$ cat src/rtl/alu_pkg.sv
// Shared op codes, FSM state encoding and op-classification helpers for the bit-serial ALU.
package alu_pkg;

  localparam logic [2:0] ADD = 3'd2;
  localparam logic [2:0] SUB = 3'd3;
  localparam logic [2:0] AND = 3'd4;
  localparam logic [2:0] OR  = 3'd5;
  localparam logic [2:0] NOR = 3'd6;
  localparam logic [2:0] XOR = 3'd7;

  typedef enum logic [1:0] {
    IDLE = 2'd0,
    RUN  = 2'd1,
    DONE = 2'd2
  } state_t;

  function automatic logic is_legal_op(input logic [2:0] ctl);
    return (ctl >= ADD);
  endfunction

  function automatic logic is_arith_op(input logic [2:0] ctl);
    return (ctl == ADD) || (ctl == SUB);
  endfunction

endpackage

$ cat src/rtl/alu_serial_sequencer_if.sv
// Operand/result handshake bundle between decode logic (master) and the serial ALU (slave).
interface alu_serial_if #(parameter int WIDTH = 32);
  logic             in_valid;
  logic             in_ready;
  logic [WIDTH-1:0] a;
  logic [WIDTH-1:0] b;
  logic [2:0]       control;
  logic             out_valid;
  logic             out_ready;
  logic [WIDTH-1:0] out;
  logic             carryout;
  logic             overflow;
  logic             zero;
  logic             negative;

  modport master (
    output in_valid, a, b, control, out_ready,
    input  in_ready, out_valid, out, carryout, overflow, zero, negative
  );

  modport slave (
    input  in_valid, a, b, control, out_ready,
    output in_ready, out_valid, out, carryout, overflow, zero, negative
  );
endinterface

$ cat src/rtl/alu_serial_sequencer_alu1.sv
// Existing 1-bit ALU slice: combinational, SUB inverts b and relies on carry-in=1 at the LSB.
module alu1
  import alu_pkg::*;
(
  input  logic       a,
  input  logic       b,
  input  logic       carryin,
  input  logic [2:0] control,
  output logic       out,
  output logic       carryout
);

  logic b_eff;

  always_comb begin
    b_eff    = (control == SUB) ? ~b : b;
    out      = 1'b0;
    carryout = 1'b0;
    case (control)
      ADD, SUB: begin
        out      = a ^ b_eff ^ carryin;
        carryout = (a & b_eff) | (a & carryin) | (b_eff & carryin);
      end
      AND:     out = a & b;
      OR:      out = a | b;
      NOR:     out = ~(a | b);
      XOR:     out = a ^ b;
      default: out = 1'b0;
    endcase
  end

endmodule

$ cat src/rtl/alu_serial_sequencer.sv
// Bit-serial ALU: one alu1 slice stepped LSB first for WIDTH cycles; result held until out_ready.
// `define ALU_SERIAL_PERF_EN to add a saturating op_count of output handshakes.
module alu_serial_sequencer
  import alu_pkg::*;
#(
  parameter int WIDTH = 32
) (
  input  logic        clock,
  input  logic        reset,
  alu_serial_if.slave bus
`ifdef ALU_SERIAL_PERF_EN
  ,
  output logic [15:0] op_count
`endif
);

  localparam int IW = $clog2(WIDTH);
  localparam logic [IW-1:0] LAST_IDX = IW'(WIDTH - 1);

  state_t           state_q, state_d;
  logic [WIDTH-1:0] a_q, b_q, out_q, out_d;
  logic [2:0]       ctl_q;
  logic [IW-1:0]    idx_q;
  logic             carry_q;
  logic             co_q, ov_q, zero_q, neg_q;
  logic             slice_out, slice_co;
  logic             last_bit;

  alu1 u_slice (
    .a        (a_q[idx_q]),
    .b        (b_q[idx_q]),
    .carryin  (carry_q),
    .control  (ctl_q),
    .out      (slice_out),
    .carryout (slice_co)
  );

  assign last_bit = (idx_q == LAST_IDX);

  always_ff @(posedge clock or negedge reset) begin
    if (!reset) state_q <= IDLE;
    else        state_q <= state_d;
  end

  always_comb begin
    state_d = state_q;
    case (state_q)
      IDLE:    if (bus.in_valid) state_d = is_legal_op(bus.control) ? RUN : DONE;
      RUN:     if (last_bit)     state_d = DONE;
      DONE:    if (bus.out_ready) state_d = IDLE;
      default: state_d = IDLE;
    endcase
  end

  always_comb begin
    bus.in_ready  = (state_q == IDLE);
    bus.out_valid = (state_q == DONE);
  end

  always_comb begin
    out_d        = out_q;
    out_d[idx_q] = slice_out;
  end

  // Flags are captured on the final bit so they are stable for the whole DONE phase.
  always_ff @(posedge clock or negedge reset) begin
    if (!reset) begin
      a_q     <= '0;
      b_q     <= '0;
      ctl_q   <= '0;
      idx_q   <= '0;
      carry_q <= 1'b0;
      out_q   <= '0;
      co_q    <= 1'b0;
      ov_q    <= 1'b0;
      zero_q  <= 1'b0;
      neg_q   <= 1'b0;
    end else begin
      case (state_q)
        IDLE: if (bus.in_valid) begin
          a_q     <= bus.a;
          b_q     <= bus.b;
          ctl_q   <= bus.control;
          idx_q   <= '0;
          carry_q <= (bus.control == SUB);
          out_q   <= '0;
          co_q    <= 1'b0;
          ov_q    <= 1'b0;
          neg_q   <= 1'b0;
          zero_q  <= ~is_legal_op(bus.control);
        end
        RUN: begin
          out_q   <= out_d;
          carry_q <= slice_co;
          if (last_bit) begin
            // carry_q here is the carry into the MSB.
            co_q   <= is_arith_op(ctl_q) & slice_co;
            ov_q   <= is_arith_op(ctl_q) & (carry_q ^ slice_co);
            neg_q  <= slice_out;
            zero_q <= ~|out_d;
          end else begin
            idx_q <= idx_q + IW'(1);
          end
        end
        default: ;
      endcase
    end
  end

  assign bus.out      = out_q;
  assign bus.carryout = co_q;
  assign bus.overflow = ov_q;
  assign bus.zero     = zero_q;
  assign bus.negative = neg_q;

`ifdef ALU_SERIAL_PERF_EN
  always_ff @(posedge clock or negedge reset) begin
    if (!reset)                                                op_count <= '0;
    else if (bus.out_valid && bus.out_ready && op_count != 16'hFFFF) op_count <= op_count + 16'd1;
  end
`endif

endmodule

$ cat src/flat_wrapper.sv
// flat-port wrapper written by rule: the top's interface ports become plain ports
module alu_serial_sequencer_flat import alu_pkg::*;
#(
  parameter int WIDTH = 32
)
  (clock, reset, bus_in_valid, bus_a, bus_b, bus_control, bus_out_ready, bus_in_ready, bus_out_valid, bus_out, bus_carryout, bus_overflow, bus_zero, bus_negative);
  alu_serial_if #(.WIDTH(WIDTH)) bus_i ();
  input  logic clock;
  input  logic reset;
  input wire logic [$bits(bus_i.in_valid)-1:0] bus_in_valid;
  input wire logic [$bits(bus_i.a)-1:0] bus_a;
  input wire logic [$bits(bus_i.b)-1:0] bus_b;
  input wire logic [$bits(bus_i.control)-1:0] bus_control;
  input wire logic [$bits(bus_i.out_ready)-1:0] bus_out_ready;
  output wire logic [$bits(bus_i.in_ready)-1:0] bus_in_ready;
  output wire logic [$bits(bus_i.out_valid)-1:0] bus_out_valid;
  output wire logic [$bits(bus_i.out)-1:0] bus_out;
  output wire logic [$bits(bus_i.carryout)-1:0] bus_carryout;
  output wire logic [$bits(bus_i.overflow)-1:0] bus_overflow;
  output wire logic [$bits(bus_i.zero)-1:0] bus_zero;
  output wire logic [$bits(bus_i.negative)-1:0] bus_negative;
  assign bus_i.in_valid = bus_in_valid;
  assign bus_i.a = bus_a;
  assign bus_i.b = bus_b;
  assign bus_i.control = bus_control;
  assign bus_i.out_ready = bus_out_ready;
  assign bus_in_ready = bus_i.in_ready;
  assign bus_out_valid = bus_i.out_valid;
  assign bus_out = bus_i.out;
  assign bus_carryout = bus_i.carryout;
  assign bus_overflow = bus_i.overflow;
  assign bus_zero = bus_i.zero;
  assign bus_negative = bus_i.negative;
  alu_serial_sequencer #(.WIDTH(WIDTH)) u_core (.clock(clock), .reset(reset), .bus(bus_i));
endmodule
$ cat config.mk
export PLATFORM = sky130hd
export DESIGN_NAME = alu_serial_sequencer_flat
export DESIGN_NICKNAME = d
export VERILOG_FILES = /design/src/rtl/alu_pkg.sv /design/src/rtl/alu_serial_sequencer_if.sv /design/src/rtl/alu_serial_sequencer_alu1.sv /design/src/rtl/alu_serial_sequencer.sv /design/src/flat_wrapper.sv
export SDC_FILE = /design/constraint.sdc
export NUM_CORES = 1
export LEC_CHECK = 0
export CAP_MARGIN = 0
export CORE_ASPECT_RATIO = 0.6
export CORE_MARGIN = 2
export CORE_UTILIZATION = 48
export CTS_CLUSTER_DIAMETER = 120
export DETAILED_ROUTE_END_ITERATION = 8
export PLACE_DENSITY = 0.74
export REMOVE_ABC_BUFFERS = 1
export SETUP_SLACK_MARGIN = 0.3
export SYNTH_ARGS = -nofsm -noshare
export SYNTH_HDL_FRONTEND = slang
export SYNTH_SLANG_ARGS = --single-unit
$ cat constraint.sdc
create_clock -name clock -period 5.2 [get_ports clock]
set_input_delay 1.04 -clock clock [delete_from_list [all_inputs] [get_ports clock]]
set_output_delay 1.04 -clock clock [all_outputs]
set_load 0.02 [all_outputs]
==> metrics.txt <==
status=finished clean; P per Cell Area=534 nW/um^2; first-pass GRT wire length=24700 um; reg2reg start=u_core.idx_q[0]; Final Setup Violations=0; share of cells above drive strength 1=18.0%; P_int=2.41 mW; worst slew pin tran=1.05 ns; Slew Viols, Final=0; placed cell count=756; chip width=146 um; commonest non-fill, non-tap cells in the layout=111 x dfrtp_1, 107 x clkdlybuf4s50_1, 69 x mux2_2, 68 x o21ai_0, 34 x a21oi_1; # IOs=109; Die Y=89.0 um; CP max stage cell=dfrtp_1; maximum clock rate=238 MHz; R2R Path End=u_core.bus.out[19]; clk slew on worst S/H paths=0.07 ns; pre-CTS setup slack=1.03 ns; Starting Density=50.2%; overall power=3.87 mW; detailed-placement wirelength estimate=11100 um; kind of end point of the critical path=flop; Final WS setup=1.00 ns; VDD IR max=0.000294 V; WL final=15500 um; sequential area share after synthesis=48.1%; core box area=11500 um^2; GRT overflow=0; CP required=5.47 ns; crit path from=u_core.idx_q[0]; yosys warns=0; synthesized instance count=514; R2R setup slack=1.00 ns; Sink Count=111; Post-Synthesis Mean Instance Area=11.2 um^2; Synth area leaders=dfrtp_1 48%, mux2_2 13%, o21ai_0 5.9%, mux4_2 4.7%, mux4_1 3.6%; DRT iter0 DRCs=584; Hold-fix buffers, CTS=0; final setup skew=0.00841 ns; Worst Setup Path Type=reg -> reg; CTS buffer count=9; critical path fanouts, max=13; DR pass1 iterations=5; H-tree levels=3; Yosys top cell area share=48.1%; row count=30; Clock power frac=17.2%; full die area=13000 um^2; largest net degree at the start of global routing=76; Slew headroom=29.6%; sw frac=37.7%; CP Cell Sequence=buf_4 -> mux4_1 -> mux4_2 -> mux2i_4 -> ha_1 -> mux2i_1 -> nor2_1 -> o41ai_1 -> and2_1 -> nand2_1 -> o21ai_0; leading area contributor after synthesis=dfrtp_1; max cap viols=0; minimum clock period=4.20 ns; Async SR Flop Fraction=100%; clock buffer depth=2; CP arrival=4.46 ns; fin cells=772; worst-case reg-to-reg path depth=11; Final GP Congestion=0.945; Hold WC Path Type=reg -> reg; Port Buffers=108; initial antenna violation count=0; CP endpoint=u_core.bus.out[19]; Finished Core Util=62.9%; EDFF count, synth=0; CTS resizes=0; Switch Pwr=1.46 mW; commonest non-fill, non-tap cell in the layout=dfrtp_1; critical path startpoint category=flop; clock latency on the worst-skew pair=0.35 ns; logic gate share of total power=46.1%; hold path cells=1; via count=4652; fin nets=686; Leak=2.93 nW; RSZ-0062 raised after global routing=no; DR DRC count=0; Layout area overhead=25.5%; vias per cell=6.03; mapped cell area=5780 um^2; Setup TNS=0 ns; Avg WL per Cell=20.0 um; CTS tree=done; Root Driver=clkbuf_16; vias in the first global route=4526; Final Hold Viols=0; Total Routing Usage GR=24.6%; Final Cycle Share=80.7%; sequential share of power=36.7%; Seq cells post-synth=111; Worst path max stage delay=0.67 ns; Post-CTS Setup Inserts=0; Antenna diodes=0; number of routed nets with antenna violations=0; top_reg_cell synth=dfrtp_1; Netlist cell types=51
==> cell usage after synthesis, types with 3 or more instances <==
master,n
a21oi_1,34
a22o_1,6
a31oi_1,9
and2_1,3
buf_1,7
buf_2,8
clkbuf_1,17
dfrtp_1,111
ha_1,7
inv_1,15
mux2_2,69
mux4_1,8
mux4_2,12
nand2_1,20
nand2b_1,13
nand3_1,4
nand4_1,4
nor2_1,33
nor2b_1,4
nor3_1,8
o21ai_0,68
o21ai_1,5
o22ai_1,6
o32ai_1,6
xor2_1,3
==> critical path: cells and delay by family (launching register included) <==
| kind | cells | cell delay [ns] |
|---|---|---|
| DFF | 1 | 0.67 |
| buffers and inverters | 1 | 0.32 |
| adders and majority gates | 1 | 0.25 |
| AOI/OAI and AO/OA | 2 | 0.61 |
| and+or+nand+nor | 3 | 0.72 |
| muxes | 4 | 1.52 |
==> cell families after synthesis <==
logic type	Yosys count	synth area share, %
buf+inv	51	3.74
mux	92	22.5
compound gates	150	15.1
simple gates	98	8.18
xor+xnor	4	0.606
flops	111	48.1
fa+ha+maj	8	1.86
==> registers in the layout, indices dropped and copies added (netlist names) <==
name	cells
u_core.bus.negative	1
u_core.bus.zero	1
u_core.state_q	2
u_core.bus.overflow	1
u_core.bus.carryout	1
u_core.a_q	32
u_core.idx_q	5
u_core.bus.out	32
u_core.carry_q	1
u_core.ctl_q	3
u_core.b_q	32
==> power by group through the flow <==
stage	Clock (mW)	Combinational, mW	Sequential, mW
2_1_floorplan	0	1.26	1.39
3_3_place_gp	0	1.70	1.42
3_5_place_dp	0	1.76	1.43
4_1_cts	0.675	1.76	1.42
5_1_grt	0.711	1.93	1.46
6_report	0.667	1.79	1.42
==> worst min-delay path by stage <==
stage | start | to
final | u_core.a_q[2] | u_core.a_q[2]
after global routing | u_core.a_q[13] | u_core.a_q[13]
after CTS | u_core.a_q[2] | u_core.a_q[2]
after detailed placement | u_core.b_q[28] | u_core.b_q[28]
after global placement | u_core.b_q[31] | u_core.b_q[31]
after floorplan | u_core.a_q[9] | u_core.a_q[9]
==> cell type report <==
type / count / area, um^2
clock buffers: 11 / 243
clock inverters: 5 / 40.0
fillers: 948 / 4270
inverters: 17 / 63.8
multi-input cells: 352 / 2790
flip-flops and latches: 111 / 2780
well taps: 160 / 200
repair buffers: 116 / 1140
==> metrics by stage <==
| stage | area [um^2] | hold WS (ns) |
|---|---|---|
| CTS | 7250 | 0.508 |
| finish | 7250 | 0.506 |
| global route | 7250 | 0.525 |
| floorplan | 5630 | 0.472 |
| detailed placement | 6970 | 0.488 |
| global placement | 6970 | 0.485 |
==> layer usage <==
| metal | vias up | GRT usage (%) | wire length (um) |
|---|---|---|---|
| li1 | 2084 | - | - |
| met1 | 2296 | 37.3 | 7230 |
| met2 | 251 | 35.2 | 6400 |
| met3 | 21 | 7.35 | 1690 |
| met4 | 0 | 4.90 | 153 |
| met5 | - | 0 | 0 |
Power figures use the tool's default switching activity.
